[config.mk]
export PLATFORM = sky130hd
export DESIGN_NAME = tiny_alu_core
export DESIGN_NICKNAME = d
export VERILOG_FILES = /design/src/rtl/alu_pkg.sv /design/src/rtl/alu_mul_seq.sv /design/src/rtl/tiny_alu_core.sv
export SDC_FILE = /design/constraint.sdc
export NUM_CORES = 1
export LEC_CHECK = 0
export ABC_AREA = 1
export CAP_MARGIN = 10
export CORE_ASPECT_RATIO = 0.6
export CORE_MARGIN = 5
export CORE_UTILIZATION = 38
export CTS_CLUSTER_DIAMETER = 30
export CTS_CLUSTER_SIZE = 14
export DETAILED_ROUTE_END_ITERATION = 8
export PLACE_DENSITY = 0.67
export SYNTH_ARGS = -nofsm -noshare
export SYNTH_HDL_FRONTEND = slang
export SYNTH_SLANG_ARGS = --single-unit
[constraint.sdc]
create_clock -name clk -period 7.1 [get_ports clk]
set_input_delay 1.775 -clock clk [delete_from_list [all_inputs] [get_ports clk]]
set_output_delay 1.775 -clock clk [all_outputs]
set_load 0.1 [all_outputs]
[src/rtl/alu_pkg.sv]
// Shared definitions for the tiny ALU: opcode encoding, FSM states and
// the default operand width. The driver side imports the same package so
// both ends agree on one opcode table.
package alu_pkg;

  localparam int DEFAULT_WIDTH = 8;

  typedef enum logic [2:0] {
    no_op  = 3'd0,
    add_op = 3'd1,
    and_op = 3'd2,
    xor_op = 3'd3,
    mul_op = 3'd4,
    rst_op = 3'd7
  } operation_t;

  typedef enum logic [1:0] {
    IDLE     = 2'd0,
    CALC     = 2'd1,
    MUL_RUN  = 2'd2,
    WAIT_REL = 2'd3
  } state_t;

endpackage

[src/rtl/alu_mul_seq.sv]
// Iterative shift-add multiplier: one multiplier bit per cycle.
// 'go' loads the operands, 'busy' is high while steps remain, and 'last'
// pulses for one cycle once the final partial product has been added, at
// which point 'product' holds the full unsigned 2*WIDTH result.
module alu_mul_seq
  import alu_pkg::*;
#(
  parameter int WIDTH = DEFAULT_WIDTH,
  parameter int ITER  = WIDTH
) (
  input  logic               clk,
  input  logic               reset,
  input  logic               go,
  input  logic [WIDTH-1:0]   a,
  input  logic [WIDTH-1:0]   b,
  output logic               busy,
  output logic               last,
  output logic [2*WIDTH-1:0] product
);

  localparam int CNT_W = $clog2(ITER + 1);

  logic [2*WIDTH-1:0] acc_q;
  logic [2*WIDTH-1:0] mcand_q;
  logic [WIDTH-1:0]   mplier_q;
  logic [CNT_W-1:0]   cnt_q;
  logic               run_q;
  logic               last_q;

  logic [2*WIDTH-1:0] accSum_d;
  logic               finalStep;

  // Next accumulator value adds the shifted multiplicand when the current
  // multiplier LSB is set; finalStep marks the cycle doing the last step.
  always_comb begin
    accSum_d  = acc_q;
    if (mplier_q[0]) begin
      accSum_d = acc_q + mcand_q;
    end
    finalStep = run_q && (cnt_q == CNT_W'(ITER - 1));
  end

  // Datapath and iteration counter; a new load is only taken while idle.
  always_ff @(posedge clk or posedge reset) begin
    if (reset) begin
      acc_q    <= '0;
      mcand_q  <= '0;
      mplier_q <= '0;
      cnt_q    <= '0;
      run_q    <= 1'b0;
      last_q   <= 1'b0;
    end else begin
      last_q <= 1'b0;
      if (go && !run_q) begin
        acc_q    <= '0;
        mcand_q  <= {{WIDTH{1'b0}}, a};
        mplier_q <= b;
        cnt_q    <= '0;
        run_q    <= 1'b1;
      end else if (run_q) begin
        acc_q    <= accSum_d;
        mcand_q  <= mcand_q << 1;
        mplier_q <= mplier_q >> 1;
        cnt_q    <= cnt_q + 1'b1;
        run_q    <= !finalStep;
        last_q   <= finalStep;
      end
    end
  end

  assign busy    = run_q;
  assign last    = last_q;
  assign product = acc_q;

endmodule

[src/rtl/tiny_alu_core.sv]
// Operand-level ALU behind a start/done handshake. add/and/xor finish one
// cycle after accept; mul runs through alu_mul_seq and finishes
// MUL_ITER+1 cycles after accept. WAIT_REL stops a still-high start from
// re-running the same operation.
module tiny_alu_core
  import alu_pkg::*;
#(
  parameter int WIDTH    = DEFAULT_WIDTH,
  parameter int MUL_ITER = WIDTH
) (
  input  logic               clk,
  input  logic               reset,
  input  logic [WIDTH-1:0]   A,
  input  logic [WIDTH-1:0]   B,
  input  logic [2:0]         op,
  input  logic               start,
  output logic               done,
  output logic [2*WIDTH-1:0] result
);

  state_t             state_q;
  operation_t         op_q;
  logic [WIDTH-1:0]   a_q;
  logic [WIDTH-1:0]   b_q;
  logic               done_q;
  logic [2*WIDTH-1:0] result_q;

  logic [2*WIDTH-1:0] calcResult;
  logic               mulGo;
  logic               mulBusy;
  logic               mulLast;
  logic [2*WIDTH-1:0] mulProduct;

  // The multiplier loads straight from the ports on the accept edge so
  // its first step lands on the following cycle.
  assign mulGo = (state_q == IDLE) && start && (op == mul_op) && !mulBusy;

  alu_mul_seq #(
    .WIDTH (WIDTH),
    .ITER  (MUL_ITER)
  ) u_mul (
    .clk     (clk),
    .reset   (reset),
    .go      (mulGo),
    .a       (A),
    .b       (B),
    .busy    (mulBusy),
    .last    (mulLast),
    .product (mulProduct)
  );

  // Single-cycle operations on the latched operands, all zero-extended.
  always_comb begin
    calcResult = '0;
    case (op_q)
      add_op:  calcResult = {{WIDTH{1'b0}}, a_q} + {{WIDTH{1'b0}}, b_q};
      and_op:  calcResult = {{WIDTH{1'b0}}, a_q & b_q};
      xor_op:  calcResult = {{WIDTH{1'b0}}, a_q ^ b_q};
      default: calcResult = '0;
    endcase
  end

  // Handshake FSM with registered done and result.
  always_ff @(posedge clk or posedge reset) begin
    if (reset) begin
      state_q  <= IDLE;
      op_q     <= no_op;
      a_q      <= '0;
      b_q      <= '0;
      done_q   <= 1'b0;
      result_q <= '0;
    end else begin
      done_q <= 1'b0;
      case (state_q)
        IDLE: begin
          if (start) begin
            op_q <= operation_t'(op);
            a_q  <= A;
            b_q  <= B;
            case (op)
              add_op, and_op, xor_op: state_q <= CALC;
              mul_op:                 state_q <= MUL_RUN;
              default:                state_q <= IDLE;
            endcase
          end
        end
        CALC: begin
          result_q <= calcResult;
          done_q   <= 1'b1;
          state_q  <= WAIT_REL;
        end
        MUL_RUN: begin
          if (mulLast) begin
            result_q <= mulProduct;
            done_q   <= 1'b1;
            state_q  <= WAIT_REL;
          end
        end
        WAIT_REL: begin
          if (!start) begin
            state_q <= IDLE;
          end
        end
        default: state_q <= IDLE;
      endcase
    end
  end

  assign done   = done_q;
  assign result = result_q;

endmodule
==> flow_metrics.env <==
export IMPL_status="completed"
export IMPL_i_o_pin_count=39
export IMPL_asyncSetResetFlopFracSynth=1.00
export IMPL_postSynthRegisterBits=84
export IMPL_global_route_wire_length_before_repair_mm=20.6
export IMPL_crit_path_cell_trace="clkdlybuf4s50_1"
export IMPL_cts_tree="yes"
export IMPL_highest_count_cells_in_the_layout_ignoring_fill_and_taps="204 x sky130_fd_sc_hd__nand2_1, 84 x sky130_fd_sc_hd__dfrtp_1, 51 x sky130_fd_sc_hd__inv_1"
export IMPL_cellPowerDensity_nw_per_um2=465
export IMPL_rr_worst_depth=10
export IMPL_via_count=4125
export IMPL_diodes=0
export IMPL_max_stage_delay_ns=1.15
export IMPL_power_clock_fraction=0.200
export IMPL_grt_ovfl_total=0
export IMPL_post_route_cell_area_sq_um=5570
export IMPL_number_of_optimization_iterations_in_the_first_detailed_route_pass=6
export IMPL_crit_reg2reg_launch="state_q[0]"
export IMPL_core_region_area_sq_um=12100
export IMPL_critical_path_endpoint_type="output pin"
export IMPL_slew_limit_headroom=0.282
export IMPL_timing_fmax_ghz=0.275
export IMPL_rows=31
export IMPL_die_area_sq_um=14800
export IMPL_most_common_library_cell_in_the_layout_ignoring_fill_and_taps="sky130_fd_sc_hd__nand2_1"
export IMPL_yosys_cell_types_count=41
export IMPL_power_frac_comb=0.486
export IMPL_setup_viol=0
export IMPL_wire_per_inst_um=15.7
export IMPL_gpl_final_weighted_congestion=0.927
export IMPL_path_delay_family="buffers and inverters"
export IMPL_port_buffer_count=38
export IMPL_power_switching_uw=1230
export IMPL_maxCapViolCount=0
export IMPL_clk_path_buf_depth=2
export IMPL_hpwlAfterDp_mm=9.81
export IMPL_post_synthesis_net_count=645
export IMPL_count_of_nets_after_finishing=682
export IMPL_sw_frac_of_total=0.474
export IMPL_cp_buffers_inverters=1
export IMPL_cts_num_sinks=84
export IMPL_fin_crit_sh=0.511
export IMPL_cts_made_buffers=9
export IMPL_fillerInstances=1219
export IMPL_max_slew_worst_pin_slew_ns=1.08
export IMPL_hold_path_endpoint="result[11]"
export IMPL_synth_flop_cell="sky130_fd_sc_hd__dfrtp_1"
export IMPL_static_leakage_power_uw=0.00277
export IMPL_buffer_type_at_the_clock_tree_root="sky130_fd_sc_hd__clkbuf_16"
export IMPL_post_cts_resize_count=0
export IMPL_hold_depth=2
export IMPL_cells_after_synthesis=593
export IMPL_avgSynthCellArea_sq_um=7.96
export IMPL_die_w_um=154
export IMPL_timing_critical_path_slowest_stage_cell="sky130_fd_sc_hd__clkdlybuf4s50_1"
export IMPL_critPathRequiredTime_ns=5.33
export IMPL_rr_endpoint="u_mul.product[0]"
export IMPL_non_filler_instance_count_after_layout=800
export IMPL_synth_area_sq_um=4720
export IMPL_worst_endpoint_arrival_ns=1.86
export IMPL_clock_skew_ns=0.00997
export IMPL_timing_final_crit_period_ns=3.63
export IMPL_critical_path_max_fanout=2
export IMPL_number_of_global_route_vias_before_repair=3820
export IMPL_floorplan_die_height_um=96.3
export IMPL_seq_area_frac_synth=0.445
export IMPL_dpl_cell_area_sq_um=5240
export IMPL_drive_above_1_share=0.0583
export IMPL_hold_viol_final=0
export IMPL_critical_path_class="flip-flop to output pin"
export IMPL_drtAntennaViolNets=0
export IMPL_layout_area_overhead_vs_synth_pct=17.9
export IMPL_holdCritStartpoint="result[11]"
export IMPL_ir_drop_v=0.000156
export IMPL_crit_start_category="flip-flop"
export IMPL_rsz_0062_raised_after_global_routing="no"
export IMPL_initial_antenna_violation_count=0
export IMPL_viasPerCell=5.16
export IMPL_hold_class="flip-flop to flip-flop"
export IMPL_grt_use_total=0.178
export IMPL_drt_initial_drc_count=367
export IMPL_worst_path_clk_slew_ns=0.07
export IMPL_timing_final_max_slew_violations=0
export IMPL_power_frac_seq=0.314
export IMPL_clock_tree_htree_level_count=3
export IMPL_clk_latency_ns=0.34
export IMPL_place_detailed_instances=784
export IMPL_setup_tns_final_ns=0
export IMPL_internal_power_uw=1360
export IMPL_layout_core_utilization=0.460
export IMPL_pin_count_of_the_biggest_net_entering_global_routing=85
export IMPL_synth_warning_count=0
export IMPL_holdBufCountCts=0
export IMPL_count_of_unresolved_drc_violations_after_routing=0
export IMPL_total_power_uw=2590
export IMPL_initial_utilization=0.390
export IMPL_count_of_flip_flops_with_a_built_in_enable_after_synthesis=0
export IMPL_postRouteWirelength_mm=12.5
export IMPL_setup_reg_to_reg_worst_slack_ns=4.86
export IMPL_cts_setup_buffers=0
cell usage after synthesis, types with 2 or more instances:
library cell               count  share of area
sky130_fd_sc_hd__a22o_1        2         0.0037
sky130_fd_sc_hd__a21o_1        3         0.0048
sky130_fd_sc_hd__o211ai_1      6         0.0095
sky130_fd_sc_hd__o21ai_4       2         0.0069
sky130_fd_sc_hd__and2_1        2         0.0026
sky130_fd_sc_hd__nand2_2       3         0.0040
sky130_fd_sc_hd__nand2_1     204           0.16
sky130_fd_sc_hd__o221ai_1      4         0.0074
sky130_fd_sc_hd__o31ai_1       2         0.0032
sky130_fd_sc_hd__xor2_1        3         0.0056
sky130_fd_sc_hd__nor3_1        2         0.0021
sky130_fd_sc_hd__clkbuf_1      6         0.0048
sky130_fd_sc_hd__a21oi_1      39          0.041
sky130_fd_sc_hd__xnor2_1       2         0.0037
sky130_fd_sc_hd__ha_1         28          0.074
sky130_fd_sc_hd__o22ai_1      10          0.013
sky130_fd_sc_hd__fa_1          2         0.0085
sky130_fd_sc_hd__nor2_1       32          0.025
sky130_fd_sc_hd__buf_6         3         0.0072
sky130_fd_sc_hd__dfrtp_1      84           0.45
sky130_fd_sc_hd__nand3b_1      6         0.0095
sky130_fd_sc_hd__inv_2         7         0.0056
sky130_fd_sc_hd__o21ai_0      22          0.023
sky130_fd_sc_hd__buf_2         3         0.0032
sky130_fd_sc_hd__clkinv_1      2         0.0016
sky130_fd_sc_hd__inv_1        52          0.041
sky130_fd_sc_hd__nand3_1      38          0.040
sky130_fd_sc_hd__a22oi_1       4         0.0064
sky130_fd_sc_hd__nor2_4        2         0.0048
sky130_fd_sc_hd__o21ai_1       4         0.0042
sky130_fd_sc_hd__nand4_1       4         0.0053
power groups by stage:
stage	Combinational, uW	Sequential [uW]	Clock, uW
after global placement	1220	813	0
final	1260	813	518
after detailed placement	1240	820	0
after global routing	1410	835	545
after floorplan	755	975	0
after CTS	1250	811	525
sequential cells by signal (all words and copies together), names as in the netlist, 2 cells and up:
name / flops
u_mul.cnt_q: 4
result: 16
state_q: 2
b_q: 8
u_mul.product: 16
u_mul.mcand_q: 16
op_q: 3
u_mul.mplier_q: 8
a_q: 8
cell type report:
class,count,area (sq um),area share
tap,165,206,0.0371
sequential,84,2100,0.377
clock buffer,9,225,0.0404
inverter,61,230,0.0413
clock inverter,7,105,0.0189
multi-input combinational,435,2310,0.415
timing repair buffer,39,388,0.0696
routing by layer:
| metal | track usage | up-vias | share of wire |
|---|---|---|---|
| met3 | 0.0440 | 12 | 0.079 |
| met1 | 0.287 | 1927 | 0.56 |
| met5 | 0 | - | 0 |
| li1 | - | 2028 | - |
| met2 | 0.232 | 158 | 0.35 |
| met4 | 0.0404 | 0 | 0.0092 |
cell families (layout without fill, tap and decap cells):
| group | Yosys count | count (layout) | share of synthesized area |
|---|---|---|---|
| xor+xnor | 5 | 5 | 0.00928 |
| compound gates | 102 | 102 | 0.131 |
| simple gates | 298 | 298 | 0.267 |
| flops | 84 | 84 | 0.445 |
| buf+inv | 74 | 116 | 0.0652 |
| fa+ha+maj | 30 | 30 | 0.0827 |
per-stage QoR:
stage | setup slack, ns | hold WS (ns)
after floorplan | 3.16 | 0.439
after global placement | 3.33 | 0.454
after detailed placement | 3.26 | 0.458
after CTS | 3.45 | 0.474
after global routing | 3.41 | 0.510
final | 3.47 | 0.472
worst min-delay path, delay by kind of cell, from the launching register on:
| family | cells | cell delay, ns |
|---|---|---|
| DFF | 1 | 0.34 |
| and+or+nand+nor | 2 | 0.10 |
how the worst max path moves through the flow:
stage / startpoint / endpoint / slack [ns] / cells after the start
after floorplan: reset / a_q[0] / 3.16 / 1
after detailed placement: start / u_mul.product[0] / 3.26 / 9
after global routing: start / u_mul.product[0] / 3.41 / 9
after global placement: start / u_mul.product[0] / 3.33 / 9
after CTS: result[6] / result[6] / 3.45 / 1
final: result[2] / result[2] / 3.47 / 1
Note: power is estimated with default switching activity, not from simulation.
==> RTL edit: new RTL, same settings <==
Reset style: synchronous (`reset`), changed in 2 clocked blocks.
--- a/src/rtl/alu_mul_seq.sv
+++ b/src/rtl/alu_mul_seq.sv
@@ -41,7 +41,7 @@
   end
 
   // Datapath and iteration counter; a new load is only taken while idle.
-  always_ff @(posedge clk or posedge reset) begin
+  always_ff @(posedge clk) begin
     if (reset) begin
       acc_q    <= '0;
       mcand_q  <= '0;
--- a/src/rtl/tiny_alu_core.sv
+++ b/src/rtl/tiny_alu_core.sv
@@ -61,7 +61,7 @@
   end
 
   // Handshake FSM with registered done and result.
-  always_ff @(posedge clk or posedge reset) begin
+  always_ff @(posedge clk) begin
     if (reset) begin
       state_q  <= IDLE;
       op_q     <= no_op;
Check against the original RTL: differs if reset is asserted again (counterexample within 4 cycles, from zero or initial values and one cycle with reset high); with reset held inactive, the same outputs for 10 cycles.
==> RTL edit against the unedited design <==
- critical path depth did not move
- cell area rose by 0.34%
- routed wire length rose by 8.3%
- synthesized area rose by 0.77%
- sequential cell count did not move
- first-iteration DRC count rose by 15%
- worst setup slack got worse by 0.054 ns
- global-route usage rose by 0.42 points
Power is not compared: it rests on default switching activity, and its combinational part moved more than twofold at a synthesized area within 25%.
==> RTL edit: results (changes against the unedited design) <==
[timing]
relSlewSlack=0.331  ; +0.0484

[placed_design]
gp_congestion=0.936  ; +1.0%
place_inst=868  ; +11%
pre_cts_ws_ns=2.83  ; -0.429 ns
placed_area_um2=5250  ; +0.26%

[detailed_routing]
first_iter_violations=423  ; +15%
vias_per_cell=5.17  ; +0.26%
vias=4575  ; +11%

[global_routing]
grt_util_met1=0.304  ; +0.0169
grt_util_met2=0.222  ; -0.00996
grt_max_degree=45  ; -47%
grt_pass1_vias=4113  ; +7.7%
grt_pass1_wl_mm=21.9  ; +6.5%
met3_usage=0.0531  ; +0.00905
track_usage=0.182  ; +0.00416

[worst_setup_path]
timing.rr.end=u_mul.product[12]
regToRegStartpoint=u_mul.mcand_q[0]
r2r_cells=11  ; +1
r2r_slack_ns=4.95  ; +0.09 ns

[status]
status=finished clean

[logic_synthesis]
async_flop_share=0  ; -1.00
syn_avg_cell_area_um2=6.97  ; -13%
synth-main-ff-cell=dfxtp_1

[worst_hold_path]
hp-start=result[10]
holdPathEnd=result[10]

[final_layout]
fin_nets=767  ; +12%
layout-drive-gt1-share=0.0625  ; +0.00423
fillers=1214  ; -0.41%

[RTL edit: cell count changes in the layout (fill, tap and decap cells not counted), moves of 16 or more]
| cell | before | now |
|---|---|---|
| o21ai_0 | 22 | 52 |
| dfrtp_1 | 84 | 0 |
| a21oi_1 | 39 | 55 |
| dfxtp_1 | 0 | 84 |
| nor2_1 | 32 | 63 |
| nand2_1 | 204 | 157 |
| inv_1 | 51 | 98 |
[RTL edit: power breakdown]
part / switching, mW / internal [mW]
Clock: 0.205 / 0.279
Combinational: 0.382 / 0.144
Sequential: 0.0451 / 0.526
Total: 0.632 / 0.950
[RTL edit: worst max path at each step]
stage	startpoint	endpoint	slack, ns	depth (start not counted)
6_report	result[2]	result[2]	3.41	1
5_1_grt	result[2]	result[2]	3.40	1
4_1_cts	reset	u_mul.product[4]	3.16	6
3_5_place_dp	reset	u_mul.product[4]	2.83	6
3_3_place_gp	reset	u_mul.product[4]	2.97	6
2_1_floorplan	result[10]	result[10]	4.40	0
[RTL edit: cell families (layout without fill, tap and decap cells)]
| family | after synthesis | in the layout | share of synthesized area |
|---|---|---|---|
| AND/OR/NAND/NOR | 286 | 286 | 0.264 |
| buffers and inverters | 124 | 161 | 0.105 |
| XOR/XNOR | 9 | 9 | 0.0166 |
| adder cells (fa/ha/maj) | 30 | 30 | 0.0820 |
| flip-flops | 84 | 84 | 0.353 |
| AO/OA/AOI/OAI | 150 | 150 | 0.179 |
[RTL edit: metal layers]
| metal | share of wire | routed length [µm] |
|---|---|---|
| met1 | 0.53 | 7200 |
| met2 | 0.35 | 4710 |
| met3 | 0.12 | 1600 |
| met4 | 0.0069 | 94 |
| met5 | 0 | 0 |
[RTL edit: cell type report]
| class | instances | area [µm²] | share of cell area |
|---|---|---|---|
| tap | 165 | 206 | 0.0369 |
| multi-input combinational | 475 | 2580 | 0.461 |
| clock inverter | 7 | 82.6 | 0.0148 |
| clock buffer | 9 | 225 | 0.0403 |
| timing repair buffer | 41 | 423 | 0.0757 |
| sequential | 84 | 1680 | 0.301 |
| inverter | 104 | 392 | 0.0701 |
